File: src/rtl/cam_capture_pkg.sv
`default_nettype none
// cam_capture_pkg: shared FSM encoding, default geometry and counter helpers for the MT9D111 capture path.
// Revision 1.0
package cam_capture_pkg;

  typedef enum logic [1:0] {
    S_SKIP   = 2'd0,
    S_VBLANK = 2'd1,
    S_FRAME  = 2'd2
  } cap_state_e;

  // Same 800x600 geometry as the VGA output configuration.
  localparam int unsigned C_DEF_H_WIDTH  = 800;
  localparam int unsigned C_DEF_V_HEIGHT = 600;
  localparam logic [10:0] C_CNT_MAX      = 11'd2047;

  function automatic logic [10:0] sat_inc(input logic [10:0] v);
    return (v == C_CNT_MAX) ? v : v + 11'd1;
  endfunction

endpackage
`default_nettype wire

File: src/rtl/dvp_byte_pair.sv
`default_nettype none
// dvp_byte_pair: registers the DVP bus, detects HREF/VSYNC edges and pairs bytes into 16-bit pixels.
// Revision 1.0
module dvp_byte_pair #(
  parameter int BYTE_SWAP = 0
) (
  input  logic        clk,
  input  logic        rst_n,
  input  logic        vsync_i,
  input  logic        href_i,
  input  logic [7:0]  d_i,
  output logic        pix_valid_o,
  output logic [15:0] pix_data_o,
  output logic        line_start_o,
  output logic        line_end_o,
  output logic        half_pix_o,
  output logic        href_lvl_o,
  output logic        vs_rise_o,
  output logic        vs_fall_o
);

  logic        vsync_q, vsync_d, href_q, href_d;
  logic [7:0]  d_q, d_d, hold_q, hold_d;
  logic        vsync_prev_q, vsync_prev_d, href_prev_q, href_prev_d;
  logic        phase_q, phase_d;
  logic        pix_valid_q, pix_valid_d;
  logic [15:0] pix_data_q, pix_data_d;
  logic        line_start_q, line_start_d, line_end_q, line_end_d;
  logic        half_pix_q, half_pix_d, href_lvl_q, href_lvl_d;
  logic        vs_rise_q, vs_rise_d, vs_fall_q, vs_fall_d;
  logic [15:0] pair;

  if (BYTE_SWAP != 0) begin : g_swap
    assign pair = {d_q, hold_q};
  end else begin : g_noswap
    assign pair = {hold_q, d_q};
  end

  always_comb begin
    vsync_d      = vsync_i;
    href_d       = href_i;
    d_d          = d_i;
    vsync_prev_d = vsync_q;
    href_prev_d  = href_q;
    hold_d       = hold_q;
    phase_d      = 1'b0;
    pix_valid_d  = 1'b0;
    pix_data_d   = pix_data_q;
    if (href_q) begin
      phase_d = ~phase_q;
      if (!phase_q) begin
        hold_d = d_q;
      end else begin
        pix_valid_d = 1'b1;
        pix_data_d  = pair;
      end
    end
    line_start_d = href_q & ~href_prev_q;
    line_end_d   = ~href_q & href_prev_q;
    // phase still 1 at the falling edge means an unpaired byte is pending
    half_pix_d   = ~href_q & href_prev_q & phase_q;
    href_lvl_d   = href_q;
    vs_rise_d    = vsync_q & ~vsync_prev_q;
    vs_fall_d    = ~vsync_q & vsync_prev_q;
  end

  always_ff @(posedge clk or negedge rst_n) begin
    if (!rst_n) begin
      vsync_q      <= 1'b0;
      href_q       <= 1'b0;
      d_q          <= 8'd0;
      vsync_prev_q <= 1'b0;
      href_prev_q  <= 1'b0;
      hold_q       <= 8'd0;
      phase_q      <= 1'b0;
      pix_valid_q  <= 1'b0;
      pix_data_q   <= 16'd0;
      line_start_q <= 1'b0;
      line_end_q   <= 1'b0;
      half_pix_q   <= 1'b0;
      href_lvl_q   <= 1'b0;
      vs_rise_q    <= 1'b0;
      vs_fall_q    <= 1'b0;
    end else begin
      vsync_q      <= vsync_d;
      href_q       <= href_d;
      d_q          <= d_d;
      vsync_prev_q <= vsync_prev_d;
      href_prev_q  <= href_prev_d;
      hold_q       <= hold_d;
      phase_q      <= phase_d;
      pix_valid_q  <= pix_valid_d;
      pix_data_q   <= pix_data_d;
      line_start_q <= line_start_d;
      line_end_q   <= line_end_d;
      half_pix_q   <= half_pix_d;
      href_lvl_q   <= href_lvl_d;
      vs_rise_q    <= vs_rise_d;
      vs_fall_q    <= vs_fall_d;
    end
  end

  assign pix_valid_o  = pix_valid_q;
  assign pix_data_o   = pix_data_q;
  assign line_start_o = line_start_q;
  assign line_end_o   = line_end_q;
  assign half_pix_o   = half_pix_q;
  assign href_lvl_o   = href_lvl_q;
  assign vs_rise_o    = vs_rise_q;
  assign vs_fall_o    = vs_fall_q;

endmodule
`default_nettype wire

File: src/rtl/mt9d111_frame_capture.sv
`default_nettype none
// mt9d111_frame_capture: MT9D111 capture stage with settling-frame skip, window clipping and status.
// Revision 1.0
module mt9d111_frame_capture
  import cam_capture_pkg::*;
#(
  parameter int CAM_H_WIDTH  = C_DEF_H_WIDTH,
  parameter int CAM_V_HEIGHT = C_DEF_V_HEIGHT,
  parameter int SKIP_FRAMES  = 2,
  parameter int BYTE_SWAP    = 0
) (
  input  logic        MT9D111_CLK,
  input  logic        sys_rst_n,
  input  logic        MT9D111_VSYNC,
  input  logic        MT9D111_HREF,
  input  logic [7:0]  MT9D111_D,
  input  logic        err_clr,
  output logic [15:0] MT9D111_FrameData,
  output logic        MT9D111_FrameDataEn,
  output logic [10:0] MT9D111_FrameHCnt,
  output logic [10:0] MT9D111_FrameVCnt,
  output logic        MT9D111_FrameNewEn,
  output logic        cap_err,
  output logic [15:0] cap_frame_cnt,
  output logic [10:0] last_frame_lines
);

  localparam logic [10:0] H_LIM    = 11'(CAM_H_WIDTH);
  localparam logic [10:0] V_LIM    = 11'(CAM_V_HEIGHT);
  localparam logic [3:0]  SKIP_LIM = 4'(SKIP_FRAMES);

  logic        pix_valid, line_start, line_end, half_pix, href_lvl, vs_rise, vs_fall;
  logic [15:0] pix_data;

  dvp_byte_pair #(.BYTE_SWAP(BYTE_SWAP)) u_pair (
    .clk         (MT9D111_CLK),
    .rst_n       (sys_rst_n),
    .vsync_i     (MT9D111_VSYNC),
    .href_i      (MT9D111_HREF),
    .d_i         (MT9D111_D),
    .pix_valid_o (pix_valid),
    .pix_data_o  (pix_data),
    .line_start_o(line_start),
    .line_end_o  (line_end),
    .half_pix_o  (half_pix),
    .href_lvl_o  (href_lvl),
    .vs_rise_o   (vs_rise),
    .vs_fall_o   (vs_fall)
  );

  cap_state_e  state_q, state_d;
  logic [3:0]  skip_cnt_q, skip_cnt_d;
  logic [10:0] vcnt_q, vcnt_d, hcnt_q, hcnt_d, line_cnt_q, line_cnt_d, last_lines_q, last_lines_d;
  logic [15:0] frame_data_q, frame_data_d, frame_cnt_q, frame_cnt_d;
  logic        data_en_q, data_en_d, new_en_q, new_en_d, err_q, err_d;
  logic        new_frame, err_set;

  always_ff @(posedge MT9D111_CLK or negedge sys_rst_n) begin
    if (!sys_rst_n) state_q <= S_SKIP;
    else            state_q <= state_d;
  end

  always_comb begin
    state_d = state_q;
    unique case (state_q)
      S_SKIP:   if (vs_rise && skip_cnt_q == SKIP_LIM) state_d = S_VBLANK;
      S_VBLANK: if (vs_fall) state_d = S_FRAME;
      S_FRAME:  if (vs_rise) state_d = S_VBLANK;
      default:  state_d = S_SKIP;
    endcase
  end

  always_comb begin
    new_frame    = vs_rise && ((state_q == S_SKIP && skip_cnt_q == SKIP_LIM) || state_q == S_FRAME);
    err_set      = 1'b0;
    skip_cnt_d   = skip_cnt_q;
    vcnt_d       = vcnt_q;
    hcnt_d       = hcnt_q;
    line_cnt_d   = line_cnt_q;
    last_lines_d = last_lines_q;
    frame_data_d = frame_data_q;
    frame_cnt_d  = frame_cnt_q;
    data_en_d    = 1'b0;
    new_en_d     = new_frame;
    if (state_q == S_SKIP && vs_rise) skip_cnt_d = skip_cnt_q + 4'd1;
    if (state_q == S_VBLANK && vs_fall) begin
      vcnt_d     = 11'd0;
      hcnt_d     = 11'd0;
      line_cnt_d = 11'd0;
    end
    if (state_q == S_FRAME) begin
      if (line_start) line_cnt_d = sat_inc(line_cnt_q);
      // a pixel landing on the VSYNC edge belongs to an aborted line
      if (pix_valid && !vs_rise) begin
        if (hcnt_q < H_LIM && vcnt_q < V_LIM) begin
          data_en_d    = 1'b1;
          frame_data_d = pix_data;
          hcnt_d       = hcnt_q + 11'd1;
        end else begin
          err_set = 1'b1;
        end
      end
      if (line_end) begin
        vcnt_d = sat_inc(vcnt_q);
        hcnt_d = 11'd0;
        if (half_pix) err_set = 1'b1;
      end
      if (vs_rise) begin
        frame_cnt_d = frame_cnt_q + 16'd1;
        if (href_lvl) err_set = 1'b1;
      end
    end
    if (new_frame) last_lines_d = line_cnt_d;
    if (err_set)      err_d = 1'b1;
    else if (err_clr) err_d = 1'b0;
    else              err_d = err_q;
  end

  always_ff @(posedge MT9D111_CLK or negedge sys_rst_n) begin
    if (!sys_rst_n) begin
      skip_cnt_q   <= 4'd0;
      vcnt_q       <= 11'd0;
      hcnt_q       <= 11'd0;
      line_cnt_q   <= 11'd0;
      last_lines_q <= 11'd0;
      frame_data_q <= 16'd0;
      frame_cnt_q  <= 16'd0;
      data_en_q    <= 1'b0;
      new_en_q     <= 1'b0;
      err_q        <= 1'b0;
    end else begin
      skip_cnt_q   <= skip_cnt_d;
      vcnt_q       <= vcnt_d;
      hcnt_q       <= hcnt_d;
      line_cnt_q   <= line_cnt_d;
      last_lines_q <= last_lines_d;
      frame_data_q <= frame_data_d;
      frame_cnt_q  <= frame_cnt_d;
      data_en_q    <= data_en_d;
      new_en_q     <= new_en_d;
      err_q        <= err_d;
    end
  end

  assign MT9D111_FrameData   = frame_data_q;
  assign MT9D111_FrameDataEn = data_en_q;
  assign MT9D111_FrameHCnt   = hcnt_q;
  assign MT9D111_FrameVCnt   = vcnt_q;
  assign MT9D111_FrameNewEn  = new_en_q;
  assign cap_err             = err_q;
  assign cap_frame_cnt       = frame_cnt_q;
  assign last_frame_lines    = last_lines_q;

endmodule
`default_nettype wire

File: config.mk
export PLATFORM = sky130hd
export DESIGN_NAME = mt9d111_frame_capture
export DESIGN_NICKNAME = d
export VERILOG_FILES = /design/src/rtl/cam_capture_pkg.sv /design/src/rtl/dvp_byte_pair.sv /design/src/rtl/mt9d111_frame_capture.sv
export SDC_FILE = /design/constraint.sdc
export NUM_CORES = 1
export LEC_CHECK = 0
export ABC_AREA = 1
export CAP_MARGIN = 5
export CORE_ASPECT_RATIO = 1.25
export CORE_MARGIN = 2
export CORE_UTILIZATION = 40
export DETAILED_ROUTE_END_ITERATION = 6
export SLEW_MARGIN = 10
export SYNTH_ARGS = -nofsm -noshare
export SYNTH_HDL_FRONTEND = slang
export SYNTH_SLANG_ARGS = --single-unit
File: constraint.sdc
create_clock -name MT9D111_CLK -period 2.21 [get_ports MT9D111_CLK]
set_clock_uncertainty 0.15 [all_clocks]
set_input_delay 0.442 -clock MT9D111_CLK [delete_from_list [all_inputs] [get_ports MT9D111_CLK]]
set_output_delay 0.442 -clock MT9D111_CLK [all_outputs]
set_load 0.005 [all_outputs]
# Yosys cells after proc, flatten, opt, wreduce, memory -nomap -nowiden
# Cells that the tools add are included.
# W data, S select, Z words.
# word_totals
out_inout_bits,68
register_bits,128
input_bits,13
# op_classes
bitwise_logic,10
eq_ne,9
n_reduce_logical,16
order_cmp,2
addsub,5
muxes,32
# op_table
op,n
$mux W11,13
$add A11 B1 Y11 const B,3
$eq A11 B11 Y1 const B,2
$lt A11 B10 Y1 const B,2
$add A16 B1 Y16 const B,1
$mux W1,15
$logic_and A1 B1 Y1,7
$mux W2,3
$pmux W2 S3,1
$reduce_and A2 Y1,3
$reduce_and A3 Y1,2
$and A1 B1 Y1,5
$not A1 Y1,5
$add A4 B1 Y4 const B,1
$eq A4 B2 Y1 const B,1
$ne A2 B1 Y1 const B,2
$ne A3 B3 Y1 const B,1
$eq A2 B1 Y1 const B,1
$eq A2 B2 Y1 const B,1
$logic_not A2 Y1,1
$ne A2 B2 Y1 const B,1
$reduce_bool A2 Y1,1
$logic_not A1 Y1,1
$logic_or A1 B1 Y1,1

# Longest topological paths before layout
# Gate-level depths: netlist of run 1.
# depth
depth_word,10
ltp_mapped,10
ltp_nobuf,10

# Modules after synthesis
# Synthesis of run 1 repeated with hierarchy kept, for this count alone.
# hier_totals
cells_unflattened,697
hier_area_um2,5934.4
# modules_own_cells
mod,area_each_um2,cells_per_inst,seq_area_each_um2,instances
mt9d111_frame_capture,4414.2,562,2127.0,1
dvp_byte_pair,1520.2,135,1076.0,1

# Least setup slack after synthesis of run 1
# No wires, ideal clock.
# synth_path
kind,flip-flop to flip-flop
start,register line_cnt_q[0]
end,"register last_lines_q[0], in the netlist last_frame_lines[0]"
stages_incl_launch_ff,9
n_path_buf,0
path_slack_ns,0.623
arrival_time_ns,1.315
synth_period_minus_slack_ns,1.587
cell_sequence,dfrtp_1 > ha_1 > nand3_1 > nor2_2 > nand3_1 > nand2_2 > nand2_1 > o21ai_1 > o21ai_1
# synth_between
elab_chain_len,4
elab_cells_between_ends,6
cone_classes,1 x add/sub; 1 x eq/ne; 4 x mux
# synth_lines
item,line_no,rtl
start: declaration,mt9d111_frame_capture.sv:53,"logic [10:0] vcnt_q, vcnt_d, hcnt_q, hcnt_d, line_cnt_q, line_cnt_d, last_lines_q, last_lines_d;"
start signal: assignment,mt9d111_frame_capture.sv:135,line_cnt_q <= line_cnt_d;
$add A11 B1 Y11 or $eq A11 B11 Y1 (tied branches),cam_capture_pkg.sv:18,return (v == C_CNT_MAX) ? v : v + 11'd1;
$mux W11,cam_capture_pkg.sv:18,
$mux W11,mt9d111_frame_capture.sv:92,if (line_start) line_cnt_d = sat_inc(line_cnt_q);
$mux W11 *,mt9d111_frame_capture.sv:91,if (state_q == S_FRAME) begin
end signal: assignment,mt9d111_frame_capture.sv:136,last_lines_q <= last_lines_d;
end: declaration,mt9d111_frame_capture.sv:53,
# Every way passes the cells marked *; elsewhere a longest branch is shown, timed or not.
# A chain may end at the register's enable or synchronous reset.

# Final worst setup path of run 1
# layout_path
start,"register vcnt_q[5], in the netlist MT9D111_FrameVCnt[5]"
end,output MT9D111_FrameVCnt[5]
# layout_rtl
item,line_no,rtl
start: declaration,mt9d111_frame_capture.sv:53,
start signal: assignment,mt9d111_frame_capture.sv:133,vcnt_q <= vcnt_d;
end: declaration,mt9d111_frame_capture.sv:21,"output logic [10:0] MT9D111_FrameVCnt,"
# No word-level cell between the ends.

==> impl_metrics.toml, run 1 <==
[sta]
worst_slew_pin_slew_ps = 465
period_minus_slack_ps = 2070
timing.final.crit_share_pct = 93.5
max_slew_margin_pct = 69.0
hold_viol = 0
worst_slack_ps = 144
hold_ws_ps = 254
setup_viol = 0
fmax_mhz = 484
slew_viol_final = 0
fin_setup_tns_ps = 0
rsz0062_at_grt = "no"

[pwr]
internal_power_mw = 4.95
pwr-share-seq_pct = 43.9
p_sw_mw = 2.12
power.density_nw_per_um2 = 954
ir_drop_mv = 0.424
power_leakage_nw = 3.73
clkPwrFrac_pct = 36.3
combPwrFrac_pct = 19.8
sw_frac_of_total_pct = 30.0

[synth]
synth.most_common_cell = "nand2_1"
syn-cell-area_um2 = 5850
syn_inst = 678
ys_seq_area_share_pct = 54.7
synth_top_area_share_pct = 54.7
syn_nets = 697
post-synth-top-area-cell = "dfrtp_1"
ys_seq_elements = 128
synth_edf_count = 0
synth_area_leaders = "dfrtp_1 55%, nand2_1 16%, inv_1 4.4%"
avgSynthCellArea_um2 = 8.63
synthTopCellsByCount = "248 x nand2_1, 128 x dfrtp_1, 68 x inv_1, 48 x nand3_1, 37 x nor2_1"
async_reset_ff_share_pct = 100
ys_types = 40
yosysWarningCount = 0
synth-main-ff-cell = "dfrtp_1"

[grt]
antenna_found_initial = 0
grt-ovfl-total = 0
grt_max_degree = 38
first_global_vias = 4742
grt_usage_pct = 17.5
grt_pass1_wl_um = 22400

[worst_setup_path]
crit_slowest_cell = "clkdlybuf4s50_1"
worstPathMaxFanout = 8
r2r_cells = 8
rr_startpoint = "MT9D111_FrameVCnt[0]"
criticalPathCategory = "reg -> out"
slowest_delay_ps = 560
cp_num_buf_inv = 1
startpoint_type = "register"
cp_cell_sequence = "clkdlybuf4s50_1"
required_ps = 1620
r2r_setup_slack_ps = 320
worstReg2RegEnd = "MT9D111_FrameVCnt[7]"
crit_family = "buffers and inverters"
arrival_ps = 1470
crit_path_end_kind = "output pin"

[clock_tree]
cts_resized = 0
clkSlewWorstSetupHoldPaths_ps = 60
cts_buffer_depth = 2
cts_root_buf = "clkbuf_16"
cts_tree = "built"
numCtsBuffers = 17
cts.sinks = 128
insertion_delay_ps = 410
htreeDepth = 4

[flow_run]
cap_violations = 0

[die]
die_y_um = 139
initial_core_util_pct = 40.8
std_cell_rows = 49
die_x_um = 112
io_pins = 81
coreArea_um2 = 14300
die-area_um2 = 15600

[placement]
hpwl_um = 8710
gp_congestion = 0.812
port_buffers = 80
post-place-ws_ps = 334
dpl.cell_count = 928

[drt]
viasPerCell = 4.83
finalWirelength_um = 12600
dr.pass1.iters = 6
drt_iter0_drc = 267
vias = 4645
drcViolationCount = 0
ant_nets = 0
routedWlPerCell_um = 13.1

[outcome]
status = "finished clean"

[hold_path]
min_to = "u_pair.vsync_prev_q"
hold_start = "u_pair.vsync_prev_d"
hold_path.class = "reg -> reg"
hold_path_depth = 0

[cells_and_area]
drive_gt1_share_pct = 7.92
n_fill_cell = 1375
diodes = 0
area_growth_pct = 26.6
final_cells = 961
nNetsFinal = 789
-- worst max path at each step --
stage                                from                    to  slack (ps)  cells after the start
detailed placement             state_q[0]   last_frame_lines[8]         330                      8
floorplan                   line_cnt_q[0]   last_frame_lines[0]         620                      8
global placement    MT9D111_FrameVCnt[10]  MT9D111_FrameHCnt[0]         400                      5
CTS                  MT9D111_FrameVCnt[5]  MT9D111_FrameVCnt[5]         120                      1
global route         MT9D111_FrameVCnt[5]  MT9D111_FrameVCnt[5]          90                      1
finish               MT9D111_FrameVCnt[5]  MT9D111_FrameVCnt[5]         140                      1
-- area by class of cell --
class / count / area, um2 / share of cell area [%]
clock buffers: 18 / 439 / 5.93
clock inverters: 14 / 108 / 1.45
inverters: 73 / 282 / 3.80
multi-input cells: 460 / 2260 / 30.4
flip-flops and latches: 128 / 3200 / 43.2
well taps: 178 / 223 / 3.01
repair buffers: 90 / 901 / 12.2
-- timing repair --
item / in CTS / in global routing
endpoints found under the hold margin: 26 / 0
buffers inserted: 0 / 0
hold buffers: 1 / 0
-- cell usage in the layout (no fill, tap or decap), types with 11 or more instances in the layout --
| cell | instances |
|---|---|
| nand2_1 | 248 |
| dfrtp_1 | 128 |
| clkdlybuf4s50_1 | 79 |
| inv_1 | 68 |
| nand3_1 | 48 |
| nor2_1 | 37 |
| o21ai_0 | 35 |
| clkbuf_16 | 17 |
| xor2_1 | 13 |
| a21oi_1 | 11 |
| xnor2_1 | 11 |
-- cell families (layout without fill, tap and decap cells) --
logic type	count (synthesis)	after routing	share of synthesized area [%]
DFF	128	128	54.7
buffers and inverters	90	195	6.71
xor gates and xnor gates	24	24	3.59
adders and majority gates	6	6	1.28
and+or+nand+nor	371	371	28.2
AOI/OAI and AO/OA	59	59	5.52
-- through the flow --
step | area [um2] | power (mW) | util [%]
2_1_floorplan | 5850 | 3.83 | -
3_3_place_gp | 6850 | 4.51 | 47.8
3_5_place_dp | 6850 | 4.56 | 47.8
4_1_cts | 7410 | 7.16 | 51.7
5_1_grt | 7410 | 7.50 | 51.7
6_report | 7410 | 7.07 | 51.7
-- registers in the layout, summed over array words and instances (netlist names), 2 cells and up --
| signal | cells |
|---|---|
| MT9D111_FrameData | 16 |
| MT9D111_FrameHCnt | 11 |
| MT9D111_FrameVCnt | 11 |
| cap_frame_cnt | 16 |
| last_frame_lines | 11 |
| line_cnt_q | 11 |
| skip_cnt_q | 4 |
| state_q | 2 |
| u_pair.d_q | 8 |
| u_pair.hold_q | 8 |
| u_pair.pix_data_o | 16 |
-- layer usage --
layer	vias up	GRT usage, %	share of wire, %
met1	2195	22.2	46
met4	0	6.42	1.2
li1	2325	-	-
met5	-	0	0
met3	10	4.14	4.1
met2	115	29.4	49
-- power groups by stage --
stage               clock network (mW)  registers (mW)  logic, mW
floorplan                            0            3.07      0.758
global placement                     0            3.13       1.38
detailed placement                   0            3.14       1.42
CTS                               2.63            3.11       1.43
global route                      2.75            3.16       1.59
finish                            2.57            3.10       1.40
No activity file was read; power rests on OpenSTA's default activity.
==> inputs of run 2 (changes only) <==
==> constraint.sdc (replaced) <==
create_clock -name MT9D111_CLK -period 2.21 [get_ports MT9D111_CLK]
set_clock_uncertainty 0.15 [all_clocks]
set_input_delay 0.221 -clock MT9D111_CLK [delete_from_list [all_inputs] [get_ports MT9D111_CLK]]
set_output_delay 0.221 -clock MT9D111_CLK [all_outputs]
set_load 0.005 [all_outputs]
==> impl_metrics.toml, run 2 (synthesis results as in run 1) <==
[clock_tree]
cts_setup_buffers = 0
cts_buffer_depth = 2
numCtsBuffers = 17
cts_root_buf = "clkbuf_16"
cts_resized = 0
clkSlewWorstSetupHoldPaths_ps = 60
cts.sinks = 128
htreeDepth = 4
cts_hold_buf = 1
insertion_delay_ps = 410
cts_tree = "built"

[worst_setup_path]
worstPathMaxFanout = 11
criticalPathCategory = "reg -> reg"
arrival_ps = 2030
crit_path_end_kind = "register"
crit_slowest_cell = "dfrtp_1"
startpoint_type = "register"
r2r_cells = 8
cp_cell_sequence = "ha_1, nand3_2, nor2_4, nand4_1, nand2_1, nor2_1, o21ai_0, inv_1"
required_ps = 2360
r2r_setup_slack_ps = 330
slowest_delay_ps = 400

[die]
coreArea_um2 = 14300
die-area_um2 = 15600
io_pins = 81
initial_core_util_pct = 40.8
std_cell_rows = 49
die_y_um = 139
die_x_um = 112

[cells_and_area]
final_cells = 961
n_fill_cell = 1361
stdcell_area_um2 = 7470
nNetsFinal = 789
drive_gt1_share_pct = 7.92
post-route-util_pct = 52.1
diodes = 0
mostFrequentLayoutCells = "248 x nand2_1, 128 x dfrtp_1, 79 x clkdlybuf4s50_1"
area_growth_pct = 27.6
mostFrequentLayoutCell = "nand2_1"

[hold_path]
hold_path_depth = 1
hold_path.class = "in -> reg"

[sta]
worst_slack_ps = 330
worst_slew_pin_slew_ps = 582
period_minus_slack_ps = 1880
slew_viol_final = 0
hold_viol = 0
fin_setup_tns_ps = 0
hold_ws_ps = 98.3
rsz0062_at_grt = "no"
max_slew_margin_pct = 61.2
fmax_mhz = 532
timing.final.crit_share_pct = 85.1
setup_viol = 0

[grt]
grt-ovfl-total = 0
grt_pass1_wl_um = 22100
grt_max_degree = 42
first_global_vias = 4713
grt_usage_pct = 17.3
antenna_found_initial = 0

[drt]
drt_iter0_drc = 311
vias = 4657
dr.pass1.iters = 5
viasPerCell = 4.85
routedWlPerCell_um = 13.1
finalWirelength_um = 12600
drcViolationCount = 0
ant_nets = 0

[outcome]
status = "finished clean"

[placement]
dpl.cell_count = 928
placed_area_um2 = 6850
gp_congestion = 0.813
hpwl_um = 8570
post-place-ws_ps = 343
port_buffers = 80

[pwr]
clkPwrFrac_pct = 38.6
internal_power_mw = 5.21
power_mw = 7.33
power.density_nw_per_um2 = 981
pwr-share-seq_pct = 42.3
p_sw_mw = 2.12
power_leakage_nw = 3.74
combPwrFrac_pct = 19.1
ir_drop_mv = 0.449
sw_frac_of_total_pct = 28.9

[flow_run]
cap_violations = 0
[run 2: changes by cell type in the layout (fill, tap and decap cells not counted), sizes merged]
cell	previous run	this run
clkinvlp	0	3
clkinv	10	4
clkbuf	18	19
bufinv	0	2
[run 2: worst max-delay path, delay by kind of cell (launching register included)]
family | cells | cell delay, ps
flops | 1 | 400
simple gates | 5 | 810
compound gates | 1 | 140
fa+ha+maj | 1 | 220
buf+inv | 1 | 50
[run 2: layer usage]
| layer | share of wire (%) | GRT usage, % |
|---|---|---|
| met1 | 45 | 21.9 |
| met2 | 50 | 29.2 |
| met3 | 3.7 | 4.27 |
| met4 | 1.5 | 5.91 |
| met5 | 0 | 0 |
[run 2: power by group through the flow]
stage / Sequential (mW) / Clock (mW) / Combinational, mW
after floorplan: 3.07 / 0 / 0.758
final: 3.10 / 2.83 / 1.40
after global placement: 3.13 / 0 / 1.38
after global routing: 3.16 / 2.99 / 1.59
after CTS: 3.10 / 2.89 / 1.43
after detailed placement: 3.14 / 0 / 1.42
[run 2: worst paths after layout]
path                                            from                    end
worst max-delay path            MT9D111_FrameVCnt[0]   MT9D111_FrameVCnt[7]
worst min-delay path                    MT9D111_D[6]          u_pair.d_q[6]
worst max register to register  MT9D111_FrameVCnt[0]   MT9D111_FrameVCnt[7]
worst min register to register   u_pair.vsync_prev_d    u_pair.vsync_prev_q
max in group asynchronous                  sys_rst_n  MT9D111_FrameData[13]
min in group asynchronous                  sys_rst_n     MT9D111_FrameNewEn
[run 2: final cells by class]
type | count | area [um2] | share of cell area, %
flip-flops and latches | 128 | 3200 | 42.9
multi-input cells | 460 | 2260 | 30.2
repair buffers | 90 | 901 | 12.1
clock buffers | 19 | 453 | 6.06
inverters | 73 | 282 | 3.77
well taps | 178 | 223 | 2.98
clock inverters | 13 | 153 | 2.04
